==> src/rtl/dp_ctrl_pkg.sv <==
// Shared types and constants for the data-processing sequencer: state codes,
// ARM condition codes, flag bit positions and the strobe bundle.
package dp_ctrl_pkg;

  typedef enum logic [2:0] {
    ST_IDLE   = 3'd0,
    ST_FETCH  = 3'd1,
    ST_DECODE = 3'd2,
    ST_EXEC   = 3'd3,
    ST_WB     = 3'd4,
    ST_TRAP   = 3'd5
  } state_e;

  localparam logic [3:0] COND_EQ = 4'h0;
  localparam logic [3:0] COND_NE = 4'h1;
  localparam logic [3:0] COND_CS = 4'h2;
  localparam logic [3:0] COND_CC = 4'h3;
  localparam logic [3:0] COND_MI = 4'h4;
  localparam logic [3:0] COND_PL = 4'h5;
  localparam logic [3:0] COND_VS = 4'h6;
  localparam logic [3:0] COND_VC = 4'h7;
  localparam logic [3:0] COND_HI = 4'h8;
  localparam logic [3:0] COND_LS = 4'h9;
  localparam logic [3:0] COND_GE = 4'hA;
  localparam logic [3:0] COND_LT = 4'hB;
  localparam logic [3:0] COND_GT = 4'hC;
  localparam logic [3:0] COND_LE = 4'hD;
  localparam logic [3:0] COND_AL = 4'hE;
  localparam logic [3:0] COND_NV = 4'hF;

  localparam int FLAG_N = 3;
  localparam int FLAG_Z = 2;
  localparam int FLAG_C = 1;
  localparam int FLAG_V = 0;

  // Writing rd=15 in WB is an exception return through the PC.
  localparam logic [3:0] RD_PC = 4'hF;

  typedef struct packed {
    logic mem_req;
    logic ir_we;
    logic pc_we;
    logic pc_src;
    logic rf_re;
    logic alu_en;
    logic flag_we;
    logic rf_we;
    logic und_trap;
  } strobe_t;

  function automatic logic state_is_busy(input state_e st);
    return (st == ST_FETCH) || (st == ST_DECODE) || (st == ST_EXEC) || (st == ST_WB);
  endfunction

endpackage

==> src/rtl/dp_seq_ctrl_cond_check.sv <==
// Combinational evaluation of the instruction condition field against NZCV.
module cond_check
  import dp_ctrl_pkg::*;
(
  input  logic [3:0] cond_i,
  input  logic [3:0] nzcv_i,
  output logic       pass_o
);

  logic n, z, c, v;

  assign n = nzcv_i[FLAG_N];
  assign z = nzcv_i[FLAG_Z];
  assign c = nzcv_i[FLAG_C];
  assign v = nzcv_i[FLAG_V];

  always_comb begin
    pass_o = 1'b0;
    case (cond_i)
      COND_EQ: pass_o = z;
      COND_NE: pass_o = !z;
      COND_CS: pass_o = c;
      COND_CC: pass_o = !c;
      COND_MI: pass_o = n;
      COND_PL: pass_o = !n;
      COND_VS: pass_o = v;
      COND_VC: pass_o = !v;
      COND_HI: pass_o = c && !z;
      COND_LS: pass_o = !c || z;
      COND_GE: pass_o = (n == v);
      COND_LT: pass_o = (n != v);
      COND_GT: pass_o = !z && (n == v);
      COND_LE: pass_o = z || (n != v);
      COND_AL: pass_o = 1'b1;
      default: pass_o = 1'b0;
    endcase
  end

endmodule

==> src/rtl/dp_seq_ctrl.sv <==
// Multi-cycle fetch/decode/execute/writeback sequencer for the data-processing datapath.
// Strobes are decoded combinationally from the state register and decoder inputs.
module dp_seq_ctrl
  import dp_ctrl_pkg::*;
(
  input  logic        clk,
  input  logic        rst,
  input  logic        run,
  input  logic        mem_rdy,
  input  logic [31:0] ir,
  input  logic        und_ins,
  input  logic        ttcc,
  input  logic        s,
  input  logic [3:0]  rd,
  input  logic [3:0]  nzcv,
  output logic        mem_req,
  output logic        ir_we,
  output logic        pc_we,
  output logic        pc_src,
  output logic        rf_re,
  output logic        alu_en,
  output logic        flag_we,
  output logic        rf_we,
  output logic        und_trap,
  output logic        busy,
  output logic [2:0]  state,
  output logic [31:0] retire_cnt
);

  state_e      state_q, state_d;
  logic [31:0] retire_cnt_q, retire_cnt_d;
  strobe_t     strb;
  logic        cond_pass;
  state_e      boundary_st;

  // Only the condition field is interpreted here; the rest goes to the decoder.
  logic unused_ir_bits;
  assign unused_ir_bits = ^ir[27:0];

  cond_check u_cond_check (
    .cond_i (ir[31:28]),
    .nzcv_i (nzcv),
    .pass_o (cond_pass)
  );

  // run is honoured only at an instruction boundary.
  assign boundary_st = run ? ST_FETCH : ST_IDLE;

  always_comb begin
    state_d = state_q;
    strb    = '0;
    case (state_q)
      ST_IDLE: begin
        if (run) state_d = ST_FETCH;
      end
      ST_FETCH: begin
        strb.mem_req = 1'b1;
        if (mem_rdy) begin
          strb.ir_we = 1'b1;
          strb.pc_we = 1'b1;
          state_d    = ST_DECODE;
        end
      end
      ST_DECODE: begin
        strb.rf_re = 1'b1;
        if (und_ins)         state_d = ST_TRAP;
        else if (!cond_pass) state_d = boundary_st;
        else                 state_d = ST_EXEC;
      end
      ST_EXEC: begin
        strb.alu_en  = 1'b1;
        strb.flag_we = s | ttcc;
        state_d      = ttcc ? boundary_st : ST_WB;
      end
      ST_WB: begin
        if (rd == RD_PC) begin
          strb.pc_we  = 1'b1;
          strb.pc_src = 1'b1;
        end else begin
          strb.rf_we = 1'b1;
        end
        state_d = boundary_st;
      end
      ST_TRAP: begin
        strb.und_trap = 1'b1;
      end
      default: begin
        state_d = ST_IDLE;
      end
    endcase
  end

  assign retire_cnt_d = (state_q == ST_EXEC) ? retire_cnt_q + 32'd1 : retire_cnt_q;

  always_ff @(posedge clk) begin
    if (rst) begin
      state_q      <= ST_IDLE;
      retire_cnt_q <= '0;
    end else begin
      state_q      <= state_d;
      retire_cnt_q <= retire_cnt_d;
    end
  end

  assign mem_req    = strb.mem_req;
  assign ir_we      = strb.ir_we;
  assign pc_we      = strb.pc_we;
  assign pc_src     = strb.pc_src;
  assign rf_re      = strb.rf_re;
  assign alu_en     = strb.alu_en;
  assign flag_we    = strb.flag_we;
  assign rf_we      = strb.rf_we;
  assign und_trap   = strb.und_trap;
  assign busy       = state_is_busy(state_q);
  assign state      = state_q;
  assign retire_cnt = retire_cnt_q;

endmodule

==> config.mk <==
export PLATFORM = sky130hd
export DESIGN_NAME = dp_seq_ctrl
export DESIGN_NICKNAME = d
export VERILOG_FILES = /design/src/rtl/dp_ctrl_pkg.sv /design/src/rtl/dp_seq_ctrl_cond_check.sv /design/src/rtl/dp_seq_ctrl.sv
export SDC_FILE = /design/constraint.sdc
export NUM_CORES = 1
export LEC_CHECK = 0
export ABC_AREA = 0
export CAP_MARGIN = 25
export CORE_ASPECT_RATIO = 1.5
export CORE_MARGIN = 2
export CORE_UTILIZATION = 45
export DETAILED_ROUTE_END_ITERATION = 6
export GPL_TIMING_DRIVEN = 0
export PLACE_DENSITY = 0.87
export SLEW_MARGIN = 15
export SYNTH_ARGS = -nofsm -noshare
export SYNTH_HDL_FRONTEND = slang
export SYNTH_SLANG_ARGS = --single-unit
==> constraint.sdc <==
create_clock -name clk -period 3.5 [get_ports clk]
set_clock_uncertainty 0.2 [all_clocks]
set_input_delay 0.7 -clock clk [delete_from_list [all_inputs] [get_ports clk]]
set_output_delay 0.7 -clock clk [all_outputs]
set_load 0.05 [all_outputs]
==> results.py, run 1 <==
metrics = {
    "outcome": {
        "run_status": "finished, violations left",
        "violations_in_the_final_reports": "design-rule violations",
    },
    "run": {
        "max_cap_violations": 0,
    },
    "placed_design": {
        "port_buffers": 61,
        "gp_congestion": 0.848,
        "dp.cells": 350,
        "dp_hpwl_um": 3710,
    },
    "pwr": {
        "cellLeakagePower_nw": 0.968,
        "max-vdd-ir-drop_mv": 0.283,
        "power-per-cell-area_mw_per_mm2": 337,
    },
    "logic_synthesis": {
        "yosys-top-cells-area": "sky130_fd_sc_hd__dfxtp_1 35%, sky130_fd_sc_hd__xnor2_1 8.7%, sky130_fd_sc_hd__nor2_1 7.3%",
        "avgSynthCellArea_um2": 8.27,
        "synth_fp_nets": 291,
        "yosysWarningCount": 0,
        "synth.lib_cells_used.distinct": 50,
        "fraction_of_the_yosys_area_taken_by_sequential_cells_pct": 34.8,
        "dominant_combinational_cell_family_by_area_after_synthesis": "simple AND/OR/NAND/NOR gates",
        "async_reset_ff_share_pct": 0,
        "synth_compound_gate_area_share_pct": 8.15,
        "synth_cell_area_mm2": 0.00201,
        "yosys.area.top_type": "sky130_fd_sc_hd__dfxtp_1",
        "post_synth_inst_count": 243,
        "synth_edf_count": 0,
        "synth_largest_type_area_fraction_pct": 34.8,
        "synth-simple-area-share_pct": 36.9,
        "synthAdderAreaFrac_pct": 0.622,
        "synth_flop_cell": "sky130_fd_sc_hd__dfxtp_1",
        "synth.mux.area_fraction_pct": 1.56,
        "synth_xor_area_share_pct": 13.9,
        "synth-seq-cells": 35,
    },
    "die": {
        "dieHeight_um": 85.9,
        "io_pins": 92,
        "core.rowCount": 29,
        "chipWidth_um": 58.6,
        "floorplan.initialDensity_pct": 47.0,
        "die_area_mm2": 0.00503,
        "placeableCoreArea_mm2": 0.00428,
    },
    "worst_setup_path": {
        "worst_r2r_endpoint": "retire_cnt[29]",
        "path_depth": 5,
        "timing.critical_path.from_type": "primary input",
        "crit_chain": "clkdlybuf4s50_1, nand4_1, nor4_2, or2_2, clkdlybuf4s50_1",
        "worstPathArrival_ps": 2450,
        "worstSetupStartpoint": "rd[3]",
        "r2r_cells": 6,
        "critPathTopFamily": "buffers and inverters",
        "end_kind": "output pin",
        "regToRegSetupSlack_ps": 1390,
        "worst_ep_required_time_ps": 2600,
        "cp_common_cell": "sky130_fd_sc_hd__clkdlybuf4s50_1",
        "timing.critical_path.slowest_cell_delay_ps": 790,
        "cp_slowest_cell": "sky130_fd_sc_hd__clkdlybuf4s50_1",
        "critPathKind": "in2out",
        "critical_path_buf_inv_count": 2,
        "r2r_start": "state[1]",
        "worstPathMaxFanout": 2,
        "critical_path.endpoint": "pc_we",
    },
    "timing": {
        "slew-limit-headroom_pct": 63.4,
        "final.period_utilization_pct": 95.6,
        "grt_setup_unrepaired": "no",
        "slew_violations": 0,
        "fmaxAchievable_mhz": 299,
        "report.final.setup_viol": 0,
        "timing_hold_violations_final": 0,
        "setup_tns_ps": 0,
        "tightest_pin_transition_ps": 545,
        "fin_crit_ps": 3350,
    },
    "routing": {
        "drt_pass1_iterations": 7,
        "via_per_inst": 5.47,
        "vias": 1959,
        "wire_per_inst_um": 13.7,
        "drt_wl_total_um": 4910,
        "drt_first_iter_violations": 72,
        "drc": 4,
        "drtAntennaViolNets": 0,
    },
    "clocking": {
        "h_tree_lvls": 2,
        "clock_latency_ps": 290,
        "cts_hold_buffers": 0,
        "postCtsSetupBuffers": 0,
        "postCtsResizedCells": 0,
        "ctsLongestPathBuffers": 2,
        "clkSinkCount": 35,
        "cts.reportedPaths.clkPinSlew_ps": 70,
        "cts_tree": "built",
        "cts_made_buffers": 5,
        "clockRootBuffer": "sky130_fd_sc_hd__clkbuf_8",
    },
    "global_routing": {
        "vias_in_the_first_global_route": 1841,
        "global_route_wire_length_before_repair_um": 8220,
        "globalRoute.totalOverflow": 0,
        "antenna_violations_before_repair": 0,
        "grt_start_max_net_pins": 12,
        "globalRouteTotalUtil_pct": 20.6,
    },
    "layout": {
        "stdcell_count": 358,
        "area_growth_from_synthesis_to_layout_pct": 38.3,
        "nets": 359,
        "fin_util_pct": 64.9,
        "drive_above_1_share_pct": 8.33,
        "num_antenna_cells": 0,
    },
    "min_path": {
        "hold_class": "reg2reg",
    },
}
==> placed cells by master (no fill, tap or decap), types with 4 or more instances in the layout <==
cell,Yosys,layout
sky130_fd_sc_hd__clkdlybuf4s50_1,0,61
sky130_fd_sc_hd__nor2_1,39,39
sky130_fd_sc_hd__dfxtp_1,35,35
sky130_fd_sc_hd__xnor2_1,20,20
sky130_fd_sc_hd__nand2_1,14,14
sky130_fd_sc_hd__xor2_1,12,12
sky130_fd_sc_hd__nor4_1,11,10
sky130_fd_sc_hd__nand3_1,9,9
sky130_fd_sc_hd__nor2b_1,8,8
sky130_fd_sc_hd__a21oi_1,8,8
sky130_fd_sc_hd__nand4_1,7,7
sky130_fd_sc_hd__clkbuf_1,5,6
sky130_fd_sc_hd__and3_1,6,6
sky130_fd_sc_hd__clkbuf_8,0,6
sky130_fd_sc_hd__and2_1,5,5
sky130_fd_sc_hd__inv_1,5,5
sky130_fd_sc_hd__nor3_1,5,5
sky130_fd_sc_hd__nand2b_1,4,4
sky130_fd_sc_hd__and4_1,4,4
==> power by group <==
group          switching [mW]  internal [mW]  total (mW)
clock network           0.145          0.161       0.306
registers             0.00659          0.403       0.410
logic                   0.138         0.0826       0.220
==> synthesized netlist by cell type (all sizes together) (2+ instances only) <==
library cell,instances
nand2b,4
nor3b,3
xor2,12
or2,3
clkbuf,6
mux2i,2
nor3,6
xnor2,20
nor2b,8
o21ai,3
a2111oi,2
dfxtp,35
buf,6
nand4,7
nand3,12
and2,5
inv,5
nand2,15
a22oi,2
and3,6
nor4,12
a21oi,8
and4,5
nor2,39
==> flip-flops by register name, indices dropped and copies added, names as in the netlist <==
register / flops
state: 3
retire_cnt: 32
==> tightest hold or removal path, stage by stage, from the launching register on <==
cell	delay, ps
sky130_fd_sc_hd__dfxtp_1	370
sky130_fd_sc_hd__xor2_1	80
sky130_fd_sc_hd__nor2_1	70
==> worst min path at each step <==
stage	startpoint	to	slack, ps	cells past startpoint
floorplan	retire_cnt[13]	retire_cnt[13]	560	2
global placement	retire_cnt[12]	retire_cnt[12]	320	2
detailed placement	retire_cnt[10]	retire_cnt[10]	330	2
CTS	retire_cnt[22]	retire_cnt[22]	350	2
global route	retire_cnt[26]	retire_cnt[26]	390	2
finish	retire_cnt[10]	retire_cnt[10]	350	2
==> through the flow <==
| stage | hold slack (ps) | total power, mW | setup WS, ps | instance area (um^2) |
|---|---|---|---|---|
| 6_report | 348 | 0.937 | 152 | 2780 |
| 3_3_place_gp | 316 | 0.635 | 176 | 2690 |
| 3_5_place_dp | 331 | 0.639 | 141 | 2690 |
| 2_1_floorplan | 556 | 0.562 | 66.7 | 2020 |
| 5_1_grt | 386 | 0.979 | 7.81 | 2780 |
| 4_1_cts | 352 | 0.943 | 141 | 2780 |
==> final cells by class <==
class	count	area, um^2
well taps	46	57.6
clock inverters	1	8.76
clock buffers	7	86.3
flip-flops and latches	35	701
inverters	5	18.8
multi-input cells	191	1240
repair buffers	61	611
plain buffers	12	61.3
fillers	374	1500
==> cells by family (layout without fill, tap and decap cells) <==
family | Yosys count | in the layout
xor gates and xnor gates | 32 | 32
AOI/OAI and AO/OA | 24 | 24
buffers and inverters | 17 | 86
adders and majority gates | 1 | 1
muxes | 3 | 3
and+or+nand+nor | 131 | 131
DFF | 35 | 35
==> routing by layer <==
layer	global-route usage, %	vias up	share of wire, %
met3	5.13	6	5.1
met2	36.8	42	52
met5	0	-	0
met1	23.1	921	42
met4	7.44	0	1.3
li1	-	990	-
No activity file was read; power rests on OpenSTA's default activity.
==> run 2, diff against run 1 <==
--- a/config.mk
+++ b/config.mk
@@ -9,10 +9,9 @@
 export CAP_MARGIN = 25
 export CORE_ASPECT_RATIO = 1.5
 export CORE_MARGIN = 2
-export CORE_UTILIZATION = 45
+export CORE_UTILIZATION = 42
 export DETAILED_ROUTE_END_ITERATION = 6
-export GPL_TIMING_DRIVEN = 0
-export PLACE_DENSITY = 0.87
+export PLACE_DENSITY = 0.82
 export SLEW_MARGIN = 15
 export SYNTH_ARGS = -nofsm -noshare
 export SYNTH_HDL_FRONTEND = slang
==> constraint.sdc (replaced) <==
create_clock -name clk -period 3.25 [get_ports clk]
set_clock_uncertainty 0.2 [all_clocks]
set_input_delay 0.65 -clock clk [delete_from_list [all_inputs] [get_ports clk]]
set_output_delay 0.65 -clock clk [all_outputs]
set_load 0.05 [all_outputs]
==> results.py, run 2 (synthesis gave the netlist of run 1 again) <==
metrics = {
    "pwr": {
        "max-vdd-ir-drop_mv": 0.343,
        "power.share.clock_pct": 40.5,
        "p_sw_share_pct": 27.5,
        "power.share.sequential_pct": 39.3,
        "power-per-cell-area_mw_per_mm2": 405,
        "pwr-share-comb_pct": 20.2,
        "internal_power_mw": 0.833,
        "fin_total_pwr_mw": 1.15,
        "power_switching_mw": 0.316,
        "cellLeakagePower_nw": 0.983,
    },
    "timing": {
        "tightest_pin_transition_ps": 560,
        "final.period_utilization_pct": 92.0,
        "fin_crit_ps": 2990,
        "grt_setup_unrepaired": "no",
        "fmaxAchievable_mhz": 334,
        "timing_hold_violations_final": 0,
        "slew_violations": 0,
        "report.final.setup_viol": 0,
        "slew-limit-headroom_pct": 62.6,
        "setup_tns_ps": 0,
    },
    "clocking": {
        "postCtsResizedCells": 0,
        "clkSinkCount": 35,
        "cts_made_buffers": 5,
        "cts_tree": "built",
        "cts.reportedPaths.clkPinSlew_ps": 70,
        "cts_hold_buffers": 0,
        "ctsLongestPathBuffers": 2,
        "h_tree_lvls": 2,
        "clock_latency_ps": 290,
        "clockRootBuffer": "sky130_fd_sc_hd__clkbuf_8",
        "postCtsSetupBuffers": 0,
    },
    "layout": {
        "largest_register_ffs": 32,
        "drive_above_1_share_pct": 9.84,
        "design_area_mm2": 0.00284,
        "num_antenna_cells": 0,
        "layout_common_cells": "58 x sky130_fd_sc_hd__clkdlybuf4s50_1, 38 x sky130_fd_sc_hd__nor2_1, 35 x sky130_fd_sc_hd__dfxtp_1",
        "leading_cell_type_in_the_layout_fill_and_taps_excluded": "sky130_fd_sc_hd__clkdlybuf4s50_1",
        "area_growth_from_synthesis_to_layout_pct": 41.1,
        "nets": 352,
    },
    "die": {
        "dieHeight_um": 88.7,
        "chipWidth_um": 60.5,
        "placeableCoreArea_mm2": 0.00458,
        "floorplan.initialDensity_pct": 43.9,
        "io_pins": 92,
        "die_area_mm2": 0.00537,
        "core.rowCount": 30,
    },
    "routing": {
        "drt_pass1_iterations": 4,
        "drtAntennaViolNets": 0,
        "via_per_inst": 5.26,
        "vias": 1941,
        "drt_wl_total_um": 4860,
        "drt_first_iter_violations": 133,
        "wire_per_inst_um": 13.2,
        "drc": 0,
    },
    "global_routing": {
        "globalRouteTotalUtil_pct": 19.0,
        "grt_start_max_net_pins": 18,
        "antenna_violations_before_repair": 0,
        "globalRoute.totalOverflow": 0,
        "vias_in_the_first_global_route": 1847,
        "global_route_wire_length_before_repair_um": 7950,
    },
    "min_path": {
        "hold_class": "reg2reg",
    },
    "worst_setup_path": {
        "worst_r2r_endpoint": "retire_cnt[29]",
        "worstSetupStartpoint": "state[0]",
        "r2r_cells": 5,
        "worstPathMaxFanout": 15,
        "worstPathArrival_ps": 2140,
        "regToRegSetupSlack_ps": 920,
        "worst_ep_required_time_ps": 2400,
        "timing.critical_path.from_type": "flip-flop",
        "r2r_start": "state[0]",
        "end_kind": "output pin",
        "critical_path.endpoint": "mem_req",
        "critPathKind": "reg2out",
    },
    "placed_design": {
        "gp_congestion": 0.753,
        "dp_hpwl_um": 3610,
        "placedInstanceArea_mm2": 0.00270,
        "port_buffers": 63,
    },
    "outcome": {
        "run_status": "complete, no violations",
    },
    "run": {
        "max_cap_violations": 0,
    },
}
run 2: layout make-up:
cell class,count,area [um^2]
clock buffer,5,68.8
fill,420,1740
multi-input combinational,191,1250
clock inverter,3,67.6
inverter,5,18.8
timing repair buffer,66,653
sequential,35,701
tap,64,80.1
run 2: stage by stage:
stage               hold slack, ps  setup slack [ps]  cells  util [%]
CTS                            345               270    369      61.9
global route                   378               134    369      61.9
finish                         342               260    369      61.9
floorplan                      556               119    243         -
detailed placement             325               523    361      59.0
global placement               321               543    361      59.0
run 2: power groups by stage:
| stage | logic [mW] | registers (mW) | clock network [mW] |
|---|---|---|---|
| 3_3_place_gp | 0.229 | 0.461 | 0 |
| 5_1_grt | 0.245 | 0.455 | 0.493 |
| 3_5_place_dp | 0.232 | 0.462 | 0 |
| 2_1_floorplan | 0.139 | 0.469 | 0 |
| 4_1_cts | 0.233 | 0.452 | 0.473 |
| 6_report | 0.232 | 0.452 | 0.466 |
run 2: worst min path at each step:
| stage | startpoint | to | slack, ps | depth (start not counted) |
|---|---|---|---|---|
| 2_1_floorplan | retire_cnt[13] | retire_cnt[13] | 560 | 2 |
| 3_3_place_gp | retire_cnt[8] | retire_cnt[8] | 320 | 2 |
| 3_5_place_dp | retire_cnt[12] | retire_cnt[12] | 320 | 2 |
| 4_1_cts | retire_cnt[12] | retire_cnt[12] | 350 | 2 |
| 5_1_grt | retire_cnt[12] | retire_cnt[12] | 380 | 2 |
| 6_report | retire_cnt[12] | retire_cnt[12] | 340 | 2 |
run 2: metal layers:
metal  wire [um]  track usage (%)  up-vias  share of wire [%]
li1            -                -      970                  -
met1        1990             20.3      920                 41
met2        2600             35.2       45                 54
met3         203             4.68        6                4.2
met4          67             6.92        0                1.4
met5           0                0        -                  0
run 2: critical path, cell delays in order (launching register included):
cell and delay, ps:
sky130_fd_sc_hd__dfxtp_1 650, sky130_fd_sc_hd__nand2b_1 200, sky130_fd_sc_hd__nor2_2 170, sky130_fd_sc_hd__clkdlybuf4s50_1 840
